$ cat src/rtl/conv_pkg.sv
// Shared types and helpers for the convolution window controller.
package conv_pkg;

   typedef enum logic [1:0] {
      FILL   = 2'd0,
      ACCEPT = 2'd1,
      READ   = 2'd2
   } state_t;

   // Number of read pairs needed to cover k taps.
   function automatic int unsigned np_calc(input int unsigned k);
      return (k + 1) / 2;
   endfunction

endpackage

$ cat src/rtl/conv_addr_gen.sv
// Maps newest-sample address and pair index to the two buffer read addresses and tap indices.
module conv_addr_gen #(
   parameter int unsigned BufferWidth = 2
) (
   input  logic [BufferWidth-1:0] newest,
   input  logic [BufferWidth-1:0] pair,
   output logic [BufferWidth-1:0] raddr1,
   output logic [BufferWidth-1:0] raddr2,
   output logic [BufferWidth-1:0] tap1,
   output logic [BufferWidth-1:0] tap2
);

   logic [BufferWidth-1:0] two_p;

   // Modular arithmetic wraps naturally at the buffer depth.
   assign two_p  = BufferWidth'({pair, 1'b0});
   assign raddr1 = newest - two_p;
   assign raddr2 = newest - two_p - BufferWidth'(1);
   assign tap1   = two_p;
   assign tap2   = two_p + BufferWidth'(1);

endmodule

$ cat src/rtl/conv_window_ctrl.sv
// Sequences a two-read-port buffer as a circular sample window, walking the
// newest KernelSize samples two per cycle after every accepted sample.
module conv_window_ctrl
   import conv_pkg::*;
#(
   parameter int unsigned DataWidth   = 8,
   parameter int unsigned BufferSize  = 4,
   parameter int unsigned BufferWidth = 2,
   parameter int unsigned KernelSize  = 4
) (
   input  logic                   clk,
   input  logic                   aclr,
   input  logic                   flush,
   input  logic                   in_valid,
   output logic                   in_ready,
   output logic                   buf_en,
   output logic [BufferWidth-1:0] buf_waddr,
   output logic [BufferWidth-1:0] buf_raddr1,
   output logic [BufferWidth-1:0] buf_raddr2,
   output logic                   rd_valid,
   output logic                   rd_valid2,
   input  logic                   rd_ready,
   output logic [BufferWidth-1:0] tap1,
   output logic [BufferWidth-1:0] tap2,
   output logic                   rd_first,
   output logic                   rd_last
);

   localparam int unsigned NP   = np_calc(KernelSize);
   localparam int unsigned FW   = $clog2(KernelSize + 1);
   localparam bit          KODD = (KernelSize % 2) == 1;

   // Elaboration-time parameter sanity checks.
   if (BufferSize != (1 << BufferWidth)) begin : g_bad_depth
      $error("BufferSize must equal 2**BufferWidth");
   end
   if (KernelSize < 2 || KernelSize > BufferSize) begin : g_bad_kernel
      $error("KernelSize must lie in 2..BufferSize");
   end
   if (DataWidth < 1) begin : g_bad_data
      $error("DataWidth must be at least 1");
   end

   state_t                 state;
   logic [BufferWidth-1:0] wr_ptr;
   logic [FW-1:0]          fill_cnt;
   logic [BufferWidth-1:0] p;

   logic                   reading;
   logic                   last_pair;
   logic [BufferWidth-1:0] newest;
   logic [BufferWidth-1:0] ag_raddr1, ag_raddr2, ag_tap1, ag_tap2;

   assign reading   = (state == READ);
   assign last_pair = (p == BufferWidth'(NP - 1));
   assign newest    = wr_ptr - BufferWidth'(1);

   // aclr gates in_ready directly so the stream sees no acceptance during reset.
   assign in_ready  = !aclr && !flush && !reading;
   assign buf_en    = in_valid && in_ready;
   assign buf_waddr = wr_ptr;

   conv_addr_gen #(
      .BufferWidth(BufferWidth)
   ) u_addr_gen (
      .newest (newest),
      .pair   (p),
      .raddr1 (ag_raddr1),
      .raddr2 (ag_raddr2),
      .tap1   (ag_tap1),
      .tap2   (ag_tap2)
   );

   assign rd_valid   = reading;
   assign rd_valid2  = reading && !(KODD && last_pair);
   assign rd_first   = reading && (p == '0);
   assign rd_last    = reading && last_pair;
   assign buf_raddr1 = reading ? ag_raddr1 : '0;
   assign buf_raddr2 = reading ? ag_raddr2 : '0;
   assign tap1       = reading ? ag_tap1   : '0;
   assign tap2       = reading ? ag_tap2   : '0;

   // Window FSM; flush abandons the window but keeps wr_ptr and buffer contents.
   always_ff @(posedge clk or posedge aclr) begin
      if (aclr) begin
         state    <= FILL;
         wr_ptr   <= '0;
         fill_cnt <= '0;
         p        <= '0;
      end else if (flush) begin
         state    <= FILL;
         fill_cnt <= '0;
         p        <= '0;
      end else begin
         if (buf_en) begin
            wr_ptr <= wr_ptr + BufferWidth'(1);
            if (fill_cnt != FW'(KernelSize))
               fill_cnt <= fill_cnt + FW'(1);
         end
         case (state)
            FILL: begin
               if (buf_en && fill_cnt == FW'(KernelSize - 1)) begin
                  state <= READ;
                  p     <= '0;
               end
            end
            ACCEPT: begin
               if (buf_en) begin
                  state <= READ;
                  p     <= '0;
               end
            end
            READ: begin
               if (rd_ready) begin
                  if (last_pair) begin
                     state <= ACCEPT;
                     p     <= '0;
                  end else begin
                     p <= p + BufferWidth'(1);
                  end
               end
            end
            default: state <= FILL;
         endcase
      end
   end

endmodule
$ cat config.mk
export PLATFORM = sky130hd
export DESIGN_NAME = conv_window_ctrl
export DESIGN_NICKNAME = d
export VERILOG_FILES = /design/src/rtl/conv_pkg.sv /design/src/rtl/conv_addr_gen.sv /design/src/rtl/conv_window_ctrl.sv
export SDC_FILE = /design/constraint.sdc
export NUM_CORES = 1
export LEC_CHECK = 0
export CAP_MARGIN = 30
export CELL_PAD_IN_SITES_DETAIL_PLACEMENT = 1
export CELL_PAD_IN_SITES_GLOBAL_PLACEMENT = 2
export CORE_UTILIZATION = 27
export DETAILED_ROUTE_END_ITERATION = 8
export HOLD_SLACK_MARGIN = 0.15
export MAX_ROUTING_LAYER = met4
export PLACE_DENSITY_LB_ADDON = 0.1
export SYNTH_ARGS = -nofsm -noshare
export SYNTH_HDL_FRONTEND = slang
export SYNTH_HIERARCHICAL = 1
export SYNTH_SLANG_ARGS = --single-unit
export TNS_END_PERCENT = 5
$ cat constraint.sdc
create_clock -name clk -period 1.58 [get_ports clk]
set_input_delay 0.395 -clock clk [delete_from_list [all_inputs] [get_ports clk]]
set_output_delay 0.395 -clock clk [all_outputs]
set_load 0.02 [all_outputs]
# After elaboration in Yosys (flattened, before gate mapping)
# Cells that the tools add are included.
# totals
ff_bits,9
inputBits,5
output_inout_bits,16
word_cells,58
# classes
n_addsub,7
eq_ne,9
n_mux,19
bitwise_logic,1
n_reduce_logical,18
# op_table
op,count
$mux W2,14
$ne A3 B3 Y1 const B,4
$pmux W2 S3,2
$mux W3,3
$reduce_and A4 Y1,2
$add A2 B1 Y2 const B,3
$logic_and A1 B1 Y1,6
$eq A2 B1 Y1 const B,2
$logic_not A2 Y1,2
$reduce_and A2 Y1,2
$reduce_bool A2 Y1,2
$reduce_bool A4 Y1,1
$sub A2 B1 Y2 const B,2
$add A3 B1 Y3 const B,1
$eq A3 B2 Y1 const B,1
$logic_not A1 Y1,3
$ne A3 B2 Y1 const B,1
$eq A2 B2 Y1 const B,1
$sub A2 B2 Y2,1
$not A1 Y1,1

# Depth between registers and ports, before layout
# Gate-level depths: netlist of run 1.
# depth
word_depth,8
depth_mapped,5
depth_no_buf,5

# Hierarchy
# The synthesis of run 1 kept the hierarchy.
# modules_own_cells
mod,instances,cells_per_inst,area_per_inst_um2,seq_area_each_um2
conv_window_ctrl,1,66,630.6,225.2
conv_addr_gen,1,10,80.1,0.0

# Worst setup path after synthesis of run 1
# No wires, ideal clock.
# synth_path
kind,reg2out
start,register state[1]
end,output port in_ready
arrival_time_ps,1326
required_ps,1185
path_slack_ps,-141
stages_incl_launch_ff,6
n_path_buf,2
path_cell_list,dfrtp_1 -> nand2b_4 -> inv_2 -> buf_6 -> buf_2 -> nor3_1
# synth_via
elab_chain_len,3
# synth_lines
element,line_no,rtl
start: declaration,conv_window_ctrl.sv:44,state_t state;
start signal: assignment,conv_window_ctrl.sv:86,state <= FILL;
start signal: assignment,conv_window_ctrl.sv:91,state <= FILL;
start signal: assignment,conv_window_ctrl.sv:103,state <= READ;
$eq A2 B2 Y1,conv_window_ctrl.sv:54,assign reading = (state == READ);
net rd_valid,conv_window_ctrl.sv:20,"output logic rd_valid,"
$logic_not A1 Y1,conv_window_ctrl.sv:59,assign in_ready = !aclr && !flush && !reading;
$logic_and A1 B1 Y1,conv_window_ctrl.sv:59,
end: declaration,conv_window_ctrl.sv:15,"output logic in_ready,"
# The timed path passes the listed nets, and every way through them passes these cells.

# Worst setup path in the final report of run 1
# layout_path
start,"register wr_ptr[0], in the netlist buf_waddr[0]"
end,output port buf_raddr2[1]
# layout_via
elab_chain_len,4
# layout_lines
element,line_no,rtl
start: declaration,conv_window_ctrl.sv:45,logic [BufferWidth-1:0] wr_ptr;
start signal: assignment,conv_window_ctrl.sv:96,wr_ptr <= wr_ptr + BufferWidth'(1);
$sub A2 B1 Y2,conv_window_ctrl.sv:56,assign newest = wr_ptr - BufferWidth'(1);
net newest[0],conv_window_ctrl.sv:51,logic [BufferWidth-1:0] newest;
$sub A2 B2 Y2,conv_addr_gen.sv:18,assign raddr2 = newest - two_p - BufferWidth'(1);
$sub A2 B1 Y2,conv_addr_gen.sv:18,
net ag_raddr2[1],conv_window_ctrl.sv:52,"logic [BufferWidth-1:0] ag_raddr1, ag_raddr2, ag_tap1, ag_tap2;"
$mux W2,conv_window_ctrl.sv:79,assign buf_raddr2 = reading ? ag_raddr2 : '0;
end: declaration,conv_window_ctrl.sv:19,"output logic [BufferWidth-1:0] buf_raddr2,"
# The timed path passes the listed nets, and every way through them passes these cells.

==> results of run 1 <==
==> cells in the final DEF, fill, tap and decap left out, types with 2 or more instances in the layout <==
cell	n
and2_4	3
or3_1	2
nor3_4	2
clkbuf_4	3
ha_1	3
dfrtp_1	9
clkdlybuf4s50_1	2
buf_2	4
a21oi_1	3
nor3_2	2
dlygate4sd2_1	4
buf_4	17
nand2_1	3
buf_6	8
inv_1	7
and2_1	6
xor2_1	2
conb_1	2
o311ai_1	3
==> metrics by stage <==
| step | util, % | power (uW) | setup TNS, ns |
|---|---|---|---|
| detailed placement | 40.1 | 725 | -5.66 |
| global route | 42.3 | 977 | -1.47 |
| CTS | 42.1 | 920 | -1.44 |
| finish | 42.3 | 905 | -0.722 |
| global placement | 40.1 | 706 | -5.46 |
| floorplan | - | 534 | -0.217 |
==> cells by family (layout without fill, tap and decap cells) <==
logic type | count (synthesis) | after routing | synth area share, %
other cells | 2 | 2 | 1.06
flops | 9 | 9 | 31.7
buf+inv | 19 | 48 | 14.6
fa+ha+maj | 3 | 3 | 5.28
compound gates | 11 | 11 | 11.8
simple gates | 27 | 27 | 27.5
xor+xnor | 5 | 5 | 8.10
==> worst paths after layout <==
check | startpoint | to | slack (ns) | depth (start not counted)
worst min-delay path | aclr | state[1]$_DFFE_PP0P_ | 0.39 | 3
min in group clk | fill_cnt[1]$_DFFE_PP0P_ | fill_cnt[1]$_DFFE_PP0P_ | 0.56 | 2
worst max register to register | fill_cnt[0]$_DFFE_PP0P_ | p[1]$_DFFE_PP0P_ | 0.26 | 5
worst min register to register | fill_cnt[1]$_DFFE_PP0P_ | fill_cnt[1]$_DFFE_PP0P_ | 0.56 | 2
max in group asynchronous | aclr | fill_cnt[1]$_DFFE_PP0P_ | 0.92 | 3
worst max-delay path | buf_waddr[0]$_DFFE_PP0P_ | buf_raddr2[1] | -0.22 | 5
==> power by group through the flow <==
stage | clock network, uW | registers (uW) | logic, uW
after floorplan | 0 | 323 | 211
after global placement | 0 | 283 | 423
after detailed placement | 0 | 285 | 439
after CTS | 191 | 292 | 437
after global routing | 211 | 295 | 472
final | 180 | 291 | 433
==> Yosys cell counts, types with 2 or more instances <==
library cell	n
and2_1	9
dfrtp_1	9
inv_1	8
buf_4	6
nor3_1	4
a21oi_1	3
ha_1	3
nand2_1	3
o311ai_1	3
buf_2	2
conb_1	2
or3_1	2
xnor2_1	2
xor2_1	2
==> per-layer routing <==
metal / wire length (um) / up-vias / part of all wire, %
met5: 0 / - / 0
met4: 12 / 0 / 0.71
met3: 72 / 2 / 4.2
met2: 893 / 13 / 52
met1: 722 / 304 / 42
li1: - / 305 / -
==> cell type report <==
class | count | area share (%)
Multi-Input combinational cell | 48 | 39.9
Inverter | 9 | 4.65
Timing Repair Buffer | 35 | 27.9
Tap cell | 30 | 3.58
Sequential cell | 9 | 21.5
Clock buffer | 4 | 2.51
==> flip-flops by register name, indices dropped and copies added (netlist names) <==
name       flops
buf_waddr      2
fill_cnt       3
p              2
state          2
==> critical path: stages (launching register included) <==
cell and delay, ns:
dfrtp_1 0.41, buf_6 0.14, inv_4 0.05, xnor3_1 0.28
and2_4 0.15, buf_6 0.12
==> timing repair <==
action	4_1_cts	5_1_grt
pin swaps	2	2
hold endpoints to repair	0	0
endpoints found under the setup margin	16	14
gates resized for setup	72	16
==> results_dict.tcl, run 1 <==
set metrics [dict create \
    p_switching_uw 305 \
    diodes 0 \
    cts_max_level 1 \
    numCtsBuffers 3 \
    period_share_pct 114 \
    crit_type "reg2out" \
    post_drt_wl_per_cell_um 12.6 \
    synth_cell_types 32 \
    busiest_layer "met2" \
    dp.cells 131 \
    fmax_ghz 0.557 \
    drive_above_1_share_pct 42.9 \
    start_util_pct 28.7 \
    yosysTopAreaCell "dfrtp_1" \
    io_pins 21 \
    drtAntennaViolNets 0 \
    drc_errors 0 \
    first_pass_iters 4 \
    ys_ff_latch 9 \
    power_frac_seq_pct 32.2 \
    setup_viol 7 \
    cts_hold_buf 0 \
    root_buffer "clkbuf_4" \
    min_period_ns 1.80 \
    finClkSkew_ns 0.00170 \
    place_congestion 0.715 \
    multiInputGateArea_um2 418 \
    vias 624 \
    synth_nets 84 \
    synth_cells 76 \
    grt_pass1_wl_mm 2.98 \
    switching_share_pct 33.8 \
    fin_ws_ns -0.216 \
    viasPerCell 4.62 \
    ys.warnings.count 6 \
    register_area_um2 225 \
    cts_post_setup_buffers_inserted 0 \
    p_per_area_mw_per_mm2 863 \
    grt_max_degree 15 \
    insertion_delay_ns 0.26 \
    std_cell_rows 18 \
    stdcell_count 135 \
    clockBufferDepth 2 \
    synth_top_cell_area_share_pct 31.7 \
    grt_usage_pct 15.4 \
    p_comb_share_pct 47.9 \
    final.fill_count 295 \
    cts_tree "done" \
    postSynth.asyncResetShare_pct 100 \
    routed_wl_mm 1.70 \
    peakVddDrop_v 0.000555 \
    holdWs_ns 0.386 \
    netlist_area_um2 711 \
    final_cell_area_mm2 0.00105 \
    clkSlewWorstSetupHoldPaths_ns 0.06 \
    syn_avg_cell_area_um2 9.35 \
    use_met2_pct 25.4 \
    use_met1_pct 18.3 \
    dp_slack_ns -0.626 \
    syn_to_final_growth_pct 47.5 \
    postPlaceCellArea_um2 993 \
    p_int_uw 599 \
    hp-class "in2async" \
    grtUsageMet3_pct 3.45 \
    cp.arrival_ns 1.40 \
    status "complete, but fails checks" \
    required_ns 1.18 \
    synth_area_leaders "dfrtp_1 (32%), and2_1 (7.9%), buf_4 (6.3%), ha_1 (5.3%), inv_1 (4.2%)" \
    violations "negative setup slack" \
    io_buffers 19 \
    coreArea_mm2 0.00248 \
    max-cap-violations 0 \
    die-area_mm2 0.00284 \
    grt_setup_unrepaired "yes" \
    antenna_found_initial 0 \
    grt_pass1_vias 654 \
    ys_seq_area_share_pct 31.7 \
    final_nets 114 \
    cts.sinks 9 \
    die_width_um 53.3 \
    post-dp-hpwl_mm 1.33 \
    slew_violations 0 \
    leakage_uw 0.000503 \
    die_h_um 53.3 \
    cp-start-kind "register" \
    power_frac_clock_pct 19.9 \
    ys.flop_type "dfrtp_1" \
    hold_violations 0 \
    synth_edf_count 0 \
    critPathCaptureType "primary output" \
    grt-ovfl-total 0 \
    crit_path_max_fanout 2 \
    drtIter0Drc 1 \
]
No activity file was read; power rests on OpenSTA's default activity.
==> run 2: changes to the inputs <==
Settings changed: CORE_ASPECT_RATIO set to 0.6.
==> run 2 against run 1 <==
Against the previous run:
- the flow still finishes with violations (negative setup slack)
- first-iteration DRC count rose to 13 times the previous value
- sequential share of layout area is 0.65 points lower
- combinational power increased by 4.8%
- fmax is 0.81% higher
- worst hold slack better by 0.051 ns
- clock-buffer cell count is the same
- non-clock buffer count decreased by 1
- critical path type unchanged
==> results_dict.tcl, run 2 (synthesis gave the netlist of run 1 again) <==
set metrics [dict create \
    status "complete, but fails checks" \
    violations "negative setup slack" \
    cts.sinks 9 \
    p_per_area_mw_per_mm2 946 \
    rr_endpoint "fill_cnt[2]$_DFFE_PP0P_" \
    std_cell_rows 13 \
    required_ns 1.18 \
    hp-class "in2async" \
    register_area_um2 225 \
    start_util_pct 30.6 \
    final_cell_mix "buf_4 (13), dfrtp_1 (9), and2_1 (8)" \
    final_cell_area_mm2 0.00108 \
    grt_pass1_vias 662 \
    antenna_found_initial 0 \
    grt-ovfl-total 0 \
    tns_ns -1.05 \
    fin_ws_ns -0.202 \
    critPathMostFrequentCell "buf_6" \
    cpPeakStageDelay_ns 0.41 \
    min_period_ns 1.78 \
    syn_to_final_growth_pct 52.1 \
    drive_above_1_share_pct 42.3 \
    largest_register_ffs 3 \
    drtAntennaViolNets 0 \
    startpoint "buf_waddr[0]$_DFFE_PP0P_" \
    grt_usage_pct 16.8 \
    viasPerCell 4.56 \
    io_pins 21 \
    vias 611 \
    period_share_pct 113 \
    diodes 0 \
    io_buffers 19 \
    first_pass_iters 3 \
    crit_end "buf_raddr2[1]" \
    final_nets 113 \
    critical_path_buf_inv_count 3 \
    regMostFlops "fill_cnt" \
    cts_tree "done" \
    grt_max_degree 14 \
    die-area_mm2 0.00285 \
    drtIter0Drc 13 \
    coreArea_mm2 0.00233 \
    clkSlewWorstSetupHoldPaths_ns 0.05 \
    peakVddDrop_v 0.000539 \
    setup_viol 10 \
    grt_setup_unrepaired "yes" \
    postPlaceCellArea_um2 986 \
    path_depth 5 \
    die_h_um 41.7 \
    cp_cell_sequence "buf_6, inv_4, xnor3_1, and2_4, buf_6" \
    insertion_delay_ns 0.24 \
    final.fill_count 258 \
    root_buffer "clkbuf_8" \
    max-cap-violations 0 \
    r2r_setup_slack_ns 0.21 \
    die_width_um 68.2 \
    hold_violations 0 \
    cts_post_setup_buffers_inserted 0 \
    clockBufferDepth 2 \
    cp.arrival_ns 1.39 \
    crit_type "reg2out" \
    routed_wl_mm 2.01 \
    numCtsBuffers 3 \
    slew_violations 0 \
    r2r-start "state[1]$_DFFE_PP0P_" \
    place_congestion 0.769 \
    reg2reg_depth 5 \
    multiInputGateArea_um2 425 \
    critical-path-top-delay-family "flip-flops" \
    critPathCaptureType "primary output" \
    leakage_uw 0.000499 \
    cts_hold_buf 0 \
    final_common_cell "buf_4" \
    crit_path_max_fanout 3 \
    drc_errors 0 \
    fmax_ghz 0.561 \
    cp-start-kind "register" \
    grt_pass1_wl_mm 3.36 \
    post-dp-hpwl_mm 1.46 \
    post_drt_wl_per_cell_um 15.0 \
    crit_path_top_delay_cell "dfrtp_1" \
    finClkSkew_ns 0.00429 \
    cts_max_level 1 \
]
run 2: cell types whose count changed in the layout (fill, tap and decap cells not counted), sizes merged:
| cell | before | now |
|---|---|---|
| buf | 29 | 22 |
| clkinv | 1 | 0 |
| clkdlybuf4s15 | 0 | 6 |
| inv | 8 | 9 |
run 2: tightest hold or removal path, delay by kind of cell:
family   cells  cell delay (ns)
buf+inv      3             0.69
run 2: metal layers:
| layer | global-route usage [%] | part of all wire (%) | routed length (um) |
|---|---|---|---|
| met5 | - | 0 | 0 |
| met4 | 1.25 | 0 | 0 |
| met3 | 5.77 | 4.5 | 91 |
| met2 | 25.1 | 45 | 910 |
| met1 | 22.6 | 50 | 1010 |
run 2: what timing repair did:
action / in CTS / in global routing
pin swaps: 2 / 1
gates resized for setup: 71 / 4
setup endpoints to repair: 20 / 14
run 2: worst min path at each step:
stage / depth (start not counted) / to
global route: 3 / state[0]$_DFFE_PP0P_
CTS: 3 / state[1]$_DFFE_PP0P_
detailed placement: 2 / fill_cnt[0]$_DFFE_PP0P_
global placement: 2 / fill_cnt[0]$_DFFE_PP0P_
finish: 3 / state[0]$_DFFE_PP0P_
floorplan: 1 / buf_waddr[0]$_DFFE_PP0P_
run 2: where the power goes:
part           switching, uW  internal [uW]
sequential              31.4            261
combinational            194            260
clock                   99.9            177
total                    325            697
run 2: through the flow:
stage          total power (uW)  hold slack, ns  setup WS, ns  util, %  cells
2_1_floorplan               534           0.223        -0.107        -     76
3_3_place_gp                729           0.552        -0.630     42.4    130
3_5_place_dp                734           0.563        -0.701     42.4    130
4_1_cts                    1030           0.466        -0.218     45.8    134
5_1_grt                    1070           0.478        -0.246     46.5    134
6_report                   1020           0.436        -0.202     46.5    134
run 2: final cells by class:
class | count | share of cell area (%)
timing repair buffer | 34 | 28.6
inverter | 9 | 3.59
multi-input combinational | 48 | 39.4
clock buffer | 4 | 4.17
tap | 30 | 3.47
sequential | 9 | 20.8
